==> config.mk <==
export PLATFORM = sky130hd
export DESIGN_NAME = branch_datapath
export DESIGN_NICKNAME = d
export VERILOG_FILES = /design/src/rtl/branch_datapath.sv
export SDC_FILE = /design/constraint.sdc
export NUM_CORES = 2
export LEC_CHECK = 0
export ABC_AREA = 1
export CAP_MARGIN = 0
export CORE_AREA = 3 3 254 256
export CTS_BUF_LIST = sky130_fd_sc_hd__clkbuf_8
export CTS_CLUSTER_SIZE = 20
export DETAILED_ROUTE_END_ITERATION = 16
export DIE_AREA = 0 0 257 259
export PLACE_DENSITY = 0.76
export SYNTH_ARGS = -nofsm -noshare
export SYNTH_HDL_FRONTEND = slang
export SYNTH_SLANG_ARGS = --single-unit
==> constraint.sdc <==
create_clock -name clock -period 57.1 [get_ports clock]
set_clock_uncertainty 0.1 [all_clocks]
set_input_delay 11.42 -clock clock [delete_from_list [all_inputs] [get_ports clock]]
set_output_delay 11.42 -clock clock [all_outputs]
set_load 0.03 [all_outputs]
==> src/rtl/branch_datapath.sv <==
// Single-bus 32-bit datapath slice for the conditional-branch sequence (T0-T6):
// PC/MAR/MDR/IR/Y/Z, 16-entry register file, ADD/INC ALU, Cout immediate and CON.
module gp_reg #(
  parameter int WIDTH = 32
) (
  input  logic             clock,
  input  logic             clear,
  input  logic             ld,
  input  logic [WIDTH-1:0] d,
  output logic [WIDTH-1:0] q
);
  always_ff @(posedge clock or posedge clear)
    if (clear)   q <= '0;
    else if (ld) q <= d;
endmodule

module branch_datapath #(
  parameter int WIDTH = 32,
  parameter int NREGS = 16
) (
  input  logic             clock,
  input  logic             clear,
  input  logic             PCout,
  input  logic             Zlowout,
  input  logic             Zhighout,
  input  logic             MDRout,
  input  logic             Rout,
  input  logic             Cout,
  input  logic             BAout,
  input  logic             PCin,
  input  logic             MARin,
  input  logic             MDRin,
  input  logic             IRin,
  input  logic             Yin,
  input  logic             Zlowin,
  input  logic             Zhighin,
  input  logic             Rin,
  input  logic             con_in,
  input  logic             BrPCin,
  input  logic             Gra,
  input  logic             Grb,
  input  logic             Grc,
  input  logic             IncPC,
  input  logic             ADD,
  input  logic             Read,
  input  logic [WIDTH-1:0] Mdatain,
  output logic [WIDTH-1:0] bus_out,
  output logic [WIDTH-1:0] pc_out,
  output logic [WIDTH-1:0] mar_out,
  output logic [WIDTH-1:0] ir_out,
  output logic [WIDTH-1:0] zlo_out,
  output logic [WIDTH-1:0] zhi_out,
  output logic             con_out
);
  localparam int RW = $clog2(NREGS);

  logic [WIDTH-1:0] pc, mar, mdr, ir, y, zlo, zhi;
  logic             con;
  logic [NREGS-1:0][WIDTH-1:0] rf;
  logic [RW-1:0]    sel;
  logic [WIDTH-1:0] bus, c_sext;
  logic [WIDTH:0]   sum;
  logic             cond;

  always_comb begin
    sel = '0;
    if (Gra)      sel = ir[23 +: RW];
    else if (Grb) sel = ir[19 +: RW];
    else if (Grc) sel = ir[15 +: RW];
  end

  assign c_sext = {{(WIDTH-19){ir[18]}}, ir[18:0]};

  // BAout shares the register-file driver slot but reads R0 as constant 0
  always_comb begin
    bus = '0;
    if (clear)              bus = '0;
    else if (PCout)         bus = pc;
    else if (Zlowout)       bus = zlo;
    else if (Zhighout)      bus = zhi;
    else if (MDRout)        bus = mdr;
    else if (Rout || BAout) bus = (BAout && sel == '0) ? '0 : rf[sel];
    else if (Cout)          bus = c_sext;
  end

  always_comb begin
    sum = '0;
    if (IncPC)    sum = {1'b0, bus} + {{WIDTH{1'b0}}, 1'b1};
    else if (ADD) sum = {1'b0, y} + {1'b0, bus};
  end

  always_comb begin
    cond = 1'b0;
    case (ir[20:19])
      2'b00: cond = (bus == '0);
      2'b01: cond = (bus != '0);
      2'b10: cond = ~bus[WIDTH-1];
      2'b11: cond = bus[WIDTH-1];
      default: cond = 1'b0;
    endcase
  end

  always_ff @(posedge clock or posedge clear) begin
    if (clear) begin
      pc  <= '0;
      mar <= '0;
      mdr <= '0;
      ir  <= '0;
      y   <= '0;
      zlo <= '0;
      zhi <= '0;
      con <= 1'b0;
    end else begin
      // BrPCin sees the pre-edge CON even when con_in fires on the same edge
      if (PCin)               pc <= bus;
      else if (BrPCin && con) pc <= bus;
      if (MARin)   mar <= bus;
      if (MDRin)   mdr <= Read ? Mdatain : bus;
      if (IRin)    ir  <= bus;
      if (Yin)     y   <= bus;
      if (Zlowin)  zlo <= sum[WIDTH-1:0];
      if (Zhighin) zhi <= {{(WIDTH-1){1'b0}}, sum[WIDTH]};
      if (con_in)  con <= cond;
    end
  end

  for (genvar i = 0; i < NREGS; i++) begin : g_rf
    gp_reg #(.WIDTH(WIDTH)) u_r (
      .clock (clock),
      .clear (clear),
      .ld    (Rin && sel == RW'(i)),
      .d     (bus),
      .q     (rf[i])
    );
  end

  assign bus_out = bus;
  assign pc_out  = pc;
  assign mar_out = mar;
  assign ir_out  = ir;
  assign zlo_out = zlo;
  assign zhi_out = zhi;
  assign con_out = con;
endmodule

## Word level (Yosys, flattened, before mapping)

Index checks and enable logic that the tools add are counted.
W data, S select, Z words.

- Bitwise gates (word level): 1
- Add/subtract/negate cells: 2
- Reductions and logical operators: 24
- Magnitude comparators: 1
- Mux-type cells: 19
- Equal/unequal tests: 18

Operators by type and width:

| operator | count |
|---|---|
| $mux W32 | 12 |
| $bmux W32 S4 | 1 |
| $mux W33 | 2 |
| $add A32 B1 Y33 const B | 1 |
| $add A32 B32 Y33 | 1 |
| $eq A4 B4 Y1 const B | 8 |
| $logic_not A32 Y1 | 1 |
| $reduce_bool A32 Y1 | 1 |
| $logic_and A1 B1 Y1 | 18 |
| $eq A4 B3 Y1 const B | 4 |
| $mux W4 | 3 |
| $eq A4 B2 Y1 const B | 2 |
| $lt A4 B5 Y1 const B | 1 |
| $eq A2 B2 Y1 const B | 2 |
| $eq A4 B1 Y1 const B | 1 |
| $logic_not A4 Y1 | 1 |
| $pmux W1 S4 | 1 |
| $eq A2 B1 Y1 const B | 1 |
| $logic_not A2 Y1 | 1 |
| $reduce_bool A2 Y1 | 1 |
| $logic_or A1 B1 Y1 | 1 |
| $not A1 Y1 | 1 |

- Bits of input ports: 57
- Output and inout port bits: 193
- Register bits: 706
- Word-level logic and storage cells: 89

## Longest topological paths before layout

- Depth in word-level cells: 15
- Mapped depth: 38
- Gate-level depth less buffers: 36

## Cells and area by module

Synthesis repeated with hierarchy kept, for this count alone.

- Cell total of the unflattened synthesis: 5593
- Area, all modules: 39860.7 um^2

Modules (own cells, without submodules):

| module | cells an instance | times used | seq. area each (um^2) | area each (um^2) |
|---|---|---|---|---|
| gp_reg | 137 | 16 | 800.8 | 1296.2 |
| branch_datapath | 3401 | 1 | 4854.7 | 19120.8 |

## Worst setup path after synthesis

Ideal clock, no wire load.

- Path kind: input to output
- Start: in clear
- End: out bus_out[5]
- Arrival: 38.378 ns
- Slack: 7.202 ns
- Stages: 5
- Required time: 45.580 ns
- Cells stage by stage: clkbuf_1 > inv_1 > clkbuf_1 > o21ai_0 > a21oi_4

- Word-level cells in the longest chain between the ends: 1

RTL lines:

| element | line | text |
|---|---|---|
| from (decl) | 22 | `input logic clear,` |
| $mux W32 | 77 | `if (clear) bus = '0;` |
| to (decl) | 47 | `output logic [WIDTH-1:0] bus_out,` |

Every way passes these cells.

## Worst setup path in the final report

- Start: in Gra
- End: out bus_out[30]

- Word-level cells in the longest chain between the ends: 10
- Elaborated cells between the ends (all ways): 12

RTL lines:

| element | line | text |
|---|---|---|
| from (decl) | 40 | `input logic Gra,` |
| $mux W4 (*) | 67 | `if (Gra) sel = ir[23 +: RW];` |
| $bmux W32 S4 / $logic_not A4 Y1 (equally long branches) | 82 | `else if (Rout \|\| BAout) bus = (BAout && sel == '0) ? '0 : rf[sel];` |
| $mux W32 (not written as such) / $logic_and A1 B1 Y1 (equally long branches) | 82 |  |
| $mux W32 (*) (2 in series) | 82 |  |
| $mux W32 (*) | 81 | `else if (MDRout) bus = mdr;` |
| $mux W32 (*) | 80 | `else if (Zhighout) bus = zhi;` |
| $mux W32 (*) | 79 | `else if (Zlowout) bus = zlo;` |
| $mux W32 (*) | 78 | `else if (PCout) bus = pc;` |
| $mux W32 (*) | 77 |  |

Mark *: on every way between the ends. The rest lies on a longest branch, timed or not. The select of a mux whose other input is x is not followed.

==> reports/qor.csv <==
metric,value,unit
drt_wl_total,125000,um
pin_count,250,
grt_pass1_wl,191000,um
relSlewSlack,23.9,%
run_status,"complete, no violations",
crit_path_end_kind,output pin,
cap_violations,0,
cpLargestDelayFamily,buffers and inverters,
clk_path_buf_depth,3,
crit_buf_inv,5,
pwr_density_cell,35.2,nW/um^2
ff2ff_setup_slack,49.80,ns
die_h,259,um
nets,5361,
place_hpwl,77400,um
critPathKind,in -> out,
postCtsSetupRepairBufs,0,
n_fill_cell,5564,
hold_viol_final,0,
place_congestion,0.997,
clk_pin_slew,0.06,ns
die_area,66600,um^2
vias_per_cell,5.64,
final_util,67.2,%
drt_first_pass_iters,6,
worst_ep_arrival_time,16.83,ns
core,62700,um^2
cts_tree,built,
hp-class,reg -> reg,
vias,35100,
clock-sinks,706,
drive_gt1_share,6.15,%
overflow,0,
ys_seq_elements,706,
yosysSeqAreaShare,47.5,%
synth_area_leader_cell,dfrtp_1,
synth_top_flop_cell,dfrtp_1,
grt_max_degree,133,
tns,0,ns
ys_types,45,
crit_required,45.58,ns
synth_top_area_share,47.5,%
cp_num_cells,18,
crit_chain,clkdlybuf4s50_1 -> inv_2 -> or2_2 -> nand2_8 -> buf_4 -> nor2_1 -> o21ai_1 -> nand2_1 -> nand2_1 -> nand2_1 -> o21ai_1 -> nand2_1 -> nand2_1 -> nand2_1 -> nand2_1 -> nand2_1 -> inv_1 -> clkdlybuf4s50_1,
synth_edf_count,0,
antenna_found_initial,4,
clock_latency,0.76,ns
crit_path_frequent_cell,nand2_1,
worstReg2RegStart,ir_out[15]$_DFFE_PP0P_,
slowest_stage,buf_4,
placed_cells,5995,
drc,0,
syn_area_per_cell,7.16,um^2
holdBufCountCts,0,
slowest_delay,0.86,ns
cp-start-kind,input pin,
area_delta_synth_final,13.2,%
cp_max_fo,132,
design_area,42100,um^2
syn_area,37200,um^2
place_area,39500,um^2
ant_nets,0,
cts-root-buf,clkbuf_8,
yosysWarnings,0,
first_global_vias,32500,
r2r_end,zhi_out[0]$_DFFE_PP0P_,
setup_viol,0,
power.total,1.48,mW
numPortBuffers,218,
initial_core_util,59.3,%
period_minus_slack,28.35,ns
syn_inst,5198,
slew_violations,0,
h-tree-depth,3,
cp-endpoint,bus_out[30],
rsz0062_at_grt,false,
r2r_cells,29,
fin_crit_sh,49.6,%
numCtsBuffers,118,
worst_pin_slew,1.14,ns
track_usage,37.0,%
routedWlPerCell,20.1,um
critPathLaunch,Gra,
leakagePower,20.8,nW
drt_iter0_drc,4096,
die_x,257,um
max_freq,35.3,MHz
rows,92,
irDropWorstVdd,0.0307,mV
cts_resized,0,
async_flop_share,100,%
synthTopCellsByArea,"dfrtp_1 47%, nand2_1 20%, o21ai_0 11%",
stdcell_count,6217,
kinds of logic after synthesis:
family / share of synthesized area, %
other: 0.0101
AND/OR/NAND/NOR: 26.3
adder cells (fa/ha/maj): 1.20
XOR/XNOR: 0.165
flip-flops: 47.5
AO/OA/AOI/OAI: 15.2
buffers and inverters: 9.66
through the flow:
step / setup WS [ns] / hold slack (ns)
2_1_floorplan: 7.20 / 0.344
3_3_place_gp: 28.90 / 0.356
5_1_grt: 28.40 / 0.396
4_1_cts: 28.81 / 0.379
3_5_place_dp: 28.82 / 0.364
6_report: 28.75 / 0.379
where the power goes:
part / internal [mW] / switching [mW] / leakage (nW) / total [mW]
logic: 0.120 / 0.236 / 9.95 / 0.356
clock network: 0.265 / 0.218 / 1.48 / 0.484
registers: 0.588 / 0.0529 / 9.41 / 0.641
total: 0.974 / 0.507 / 20.8 / 1.48
flip-flops by register name, summed over array words and instances (netlist names):
signal / flops
g_rf.u_r.q: 512
ir_out: 32
mar_out: 32
mdr: 32
pc_out: 32
y: 32
zlo_out: 32
con_out: 1
zhi_out: 1
layout by cell type, fill, tap and decap left out, drive strengths merged:
cell	netlist	layout
o2111ai	1	1
o21ai	855	855
o21a	1	1
clkinvlp	0	1
conb	1	31
or2	10	10
nand4	19	19
bufinv	0	5
nor3	10	10
fa	1	1
buf	99	76
ha	34	34
o21bai	10	10
diode	0	1
inv	503	546
a21o	1	1
xor2	7	7
nor2	252	252
a21boi	10	10
clkinv	7	25
nand3	155	155
o211ai	7	7
clkdlybuf4s50	0	216
a21oi	165	165
nand2	1999	1999
a22oi	2	2
nor4	3	3
o221ai	1	1
dfrtp	706	706
o22ai	17	17
clkbuf	272	154
nand3b	32	32
a31oi	18	18
layer usage:
metal	track usage [%]	wire (um)	vias up
li1	-	-	16400
met1	51.6	51600	16600
met2	57.1	55700	1751
met3	6.10	11400	317
met4	16.8	6150	2
met5	0	6	-
final cells by class:
cell class,instances,area (um^2),share of cell area [%]
Timing Repair Buffer,292,2740,6.50
Clock buffer,154,2120,5.03
Clock inverter,67,459,1.09
Sequential cell,706,17700,41.9
Antenna cell,1,2.50,0.00594
Inverter,510,1920,4.57
Multi-Input combinational cell,3641,16200,38.4
Tap cell,846,1060,2.51
worst min-delay path, delay by kind of cell, from the launching register on:
family	cells	cell delay, ns
flip-flops	1	0.34
AO/OA/AOI/OAI	1	0.06
AND/OR/NAND/NOR	1	0.05
worst min path at each step:
| stage | cells after the start | end | start | slack, ns |
|---|---|---|---|---|
| 2_1_floorplan | 2 | g_rf[11].u_r.q[11]$_DFFE_PP0P_ | g_rf[11].u_r.q[11]$_DFFE_PP0P_ | 0.34 |
| 3_3_place_gp | 2 | g_rf[11].u_r.q[4]$_DFFE_PP0P_ | g_rf[11].u_r.q[4]$_DFFE_PP0P_ | 0.36 |
| 3_5_place_dp | 2 | g_rf[15].u_r.q[14]$_DFFE_PP0P_ | g_rf[15].u_r.q[14]$_DFFE_PP0P_ | 0.36 |
| 4_1_cts | 2 | g_rf[15].u_r.q[14]$_DFFE_PP0P_ | g_rf[15].u_r.q[14]$_DFFE_PP0P_ | 0.38 |
| 5_1_grt | 2 | g_rf[7].u_r.q[4]$_DFFE_PP0P_ | g_rf[7].u_r.q[4]$_DFFE_PP0P_ | 0.40 |
| 6_report | 2 | g_rf[11].u_r.q[4]$_DFFE_PP0P_ | g_rf[11].u_r.q[4]$_DFFE_PP0P_ | 0.38 |
synthesized netlist by cell type, types with 7 or more instances:
| master | number |
|---|---|
| nand2_1 | 1995 |
| o21ai_0 | 797 |
| dfrtp_1 | 706 |
| inv_1 | 498 |
| clkbuf_1 | 272 |
| nor2_1 | 237 |
| nand3_1 | 153 |
| a21oi_1 | 152 |
| o21ai_1 | 57 |
| buf_4 | 45 |
| ha_1 | 34 |
| nand3b_1 | 32 |
| buf_2 | 25 |
| nand4_1 | 19 |
| a31oi_1 | 18 |
| buf_1 | 18 |
| o22ai_1 | 17 |
| nor2_2 | 13 |
| a21boi_0 | 10 |
| a21oi_2 | 10 |
| buf_6 | 10 |
| nor3_1 | 10 |
| o21bai_1 | 10 |
| or2_2 | 8 |
| clkinv_1 | 7 |
| o211ai_1 | 7 |
| xor2_1 | 7 |
No activity file was read; power rests on OpenSTA's default activity.
==> patch: new RTL, config.mk and constraints unchanged <==
Register the output `bus_out`, without a reset; this adds one clock of latency there. The other outputs are not delayed to match.
--- a/src/rtl/branch_datapath.sv
+++ b/src/rtl/branch_datapath.sv
@@ -134,7 +134,9 @@
     );
   end
 
-  assign bus_out = bus;
+  always_ff @(posedge clock) begin
+    bus_out <= bus;
+  end
   assign pc_out  = pc;
   assign mar_out = mar;
   assign ir_out  = ir;
Behaviour: not the same (a bounded check fails within 4 cycles, from zero or initial values).
==> patch against the original RTL <==
- critical path depth grew 13
- hold slack lost 0.0031 ns
- sequential cell count grew 32
- setup slack gained 10 ns
- routed wire length grew 0.82%
- final area grew 0.12%
- final cell count shrank 1.6%
- sequential power grew 2%
- total power shrank 0.86%
- synthesized area grew 0.74%
- via count shrank 0.73%
- clock power shrank 4%
- critical path type is now input port to register
- highest routed layer is now met4
==> patch: results (changes against the original RTL) <==
\begin{tabular}{lr}
\hline
Metric & Value \\
\hline
\multicolumn{2}{l}{\textbf{Outcome}} \\
Result of the run & finished, final reports clean \\
\multicolumn{2}{l}{\textbf{Placed design}} \\
Pre-CTS setup slack & 38.71 ns (+9.89 ns) \\
Final weighted congestion in routability-driven placement & 0.965 (-3.2\%) \\
\multicolumn{2}{l}{\textbf{Global routing}} \\
Overall track demand over capacity in global routing & 37.6\% (+0.61 points) \\
Number of global-route vias before repair & 32.7k (+0.64\%) \\
Number of antenna violations at the first check in global routing & 3 (-1) \\
\multicolumn{2}{l}{\textbf{Routing}} \\
DRC marker count from the first detailed-route iteration & 3879 (-5.3\%) \\
First-pass iteration count of the detailed router & 8 (+2) \\
Vias per cell & 5.69 (+0.89\%) \\
Final wirelength & 126 mm (+0.82\%) \\
\multicolumn{2}{l}{\textbf{Yosys}} \\
Post-synthesis share of cell area spent on full adders, half adders and majority gates & 1.19\% (-0.0088 points) \\
Fraction of registers with async set/reset & 95.7\% (-4.3 points) \\
Most common library cells after synthesis & sky130\_fd\_sc\_hd\_\_nand2\_1 (1885), sky130\_fd\_sc\_hd\_\_o21ai\_0 (779), sky130\_fd\_sc\_hd\_\_dfrtp\_1 (706) \\
Compound-Gate Fraction of Synth Area & 14.8\% (-0.38 points) \\
Area contributors post-synth & sky130\_fd\_sc\_hd\_\_dfrtp\_1 (47\%), sky130\_fd\_sc\_hd\_\_nand2\_1 (19\%), sky130\_fd\_sc\_hd\_\_o21ai\_0 (10\%) \\
XOR/XNOR share of the synthesized area & 0.234\% (+0.069 points) \\
\multicolumn{2}{l}{\textbf{Critical path}} \\
Critical-path maximum fanout & 102 (-23\%) \\
Kind of cell with the highest combined delay on the critical path & simple AND/OR/NAND/NOR gates \\
Arr. time, crit path & 18.53 ns (+1.70 ns) \\
Peak per-stage delay on the critical path & 0.84 ns (-0.02 ns) \\
Register-to-Register Path Depth & 30 (+3.4\%) \\
Slowest cell on the critical path & sky130\_fd\_sc\_hd\_\_nor4\_1 \\
\multicolumn{2}{l}{\textbf{Timing}} \\
Transition time of the tightest slew-check pin & 1.13 ns (-0.00471 ns) \\
\multicolumn{2}{l}{\textbf{Layout}} \\
Post-layout net count & 5263 (-1.8\%) \\
Share of post-route cells with drive strength above 1 & 5.94\% (-0.20 points) \\
\multicolumn{2}{l}{\textbf{Clocking}} \\
Clock buffers created by TritonCTS & 120 (+1.7\%) \\
\multicolumn{2}{l}{\textbf{Pwr}} \\
Leak pwr & 20.7 nW (-0.86\%) \\
\hline
\end{tabular}
-- patch: cell types whose count changed in the layout (fill, tap and decap cells not counted), sizes merged, moves of 23 or more --
cell,delta
nor2,+58
nand3,-23
nand3b,+23
dfxtp,+32
nand2,-104
inv,-50
-- patch: cells by family (layout without fill, tap and decap cells) --
group                    count (synthesis)  in the layout
buffers and inverters                  813            947
other                                    1             33
adder cells (fa/ha/maj)                 35             35
XOR/XNOR                                10             10
flip-flops                             738            738
AO/OA/AOI/OAI                         1074           1074
AND/OR/NAND/NOR                       2434           2434
-- patch: layer usage --
layer | global-route usage (%) | share of wire, %
met2 | 58.4 | 45
met1 | 50.8 | 40
met3 | 7.51 | 9.6
met4 | 18.4 | 5.4
met5 | 0 | 0
-- patch: where the power goes --
part           total [mW]  leakage, nW  switching [mW]  internal, mW
logic               0.345         9.51           0.229         0.116
clock network       0.467         1.45           0.220         0.248
registers           0.656         9.70          0.0495         0.606
-- patch: path summary, 6_finish.rpt --
| check | end | startpoint | slack, ns |
|---|---|---|---|
| worst max-delay path | zlo_out[29]$_DFFE_PP0P_ | Grb | 39.15 |
| worst min-delay path | g_rf[6].u_r.q[8]$_DFFE_PP0P_ | g_rf[6].u_r.q[8]$_DFFE_PP0P_ | 0.38 |
| worst max register to register | zlo_out[29]$_DFFE_PP0P_ | ir_out[19]$_DFFE_PP0P_ | 49.78 |
| worst min register to register | g_rf[6].u_r.q[8]$_DFFE_PP0P_ | g_rf[6].u_r.q[8]$_DFFE_PP0P_ | 0.38 |
| max in group asynchronous | g_rf[13].u_r.q[5]$_DFFE_PP0P_ | clear | 43.25 |
| min in group asynchronous | mdr[2]$_DFFE_PP0P_ | clear | 11.38 |
-- patch: tightest hold or removal path, stage by stage, from the launching register on --
cell and delay [ns]:
sky130_fd_sc_hd__dfrtp_1 0.34, sky130_fd_sc_hd__nand2_1 0.05, sky130_fd_sc_hd__o21ai_0 0.06
-- patch: area by class of cell --
cell class | instances | area (um2)
fill | 5578 | 20600
sequential | 738 | 18300
multi-input combinational | 3584 | 16000
timing repair buffer | 279 | 2650
clock buffer | 152 | 2090
inverter | 448 | 1690
tap | 846 | 1060
clock inverter | 68 | 352
antenna | 2 | 5.00
-- patch: through the flow --
step                      utilization [%]  cell area [um2]  std cells  hold WS (ns)
after detailed placement             63.3            39700       5895         0.364
after global placement               63.3            39700       5895         0.357
after global routing                 67.2            42200       6117         0.392
after floorplan                         -            37600       5135         0.344
after CTS                            67.2            42200       6115         0.378
final                                67.2            42200       6117         0.375
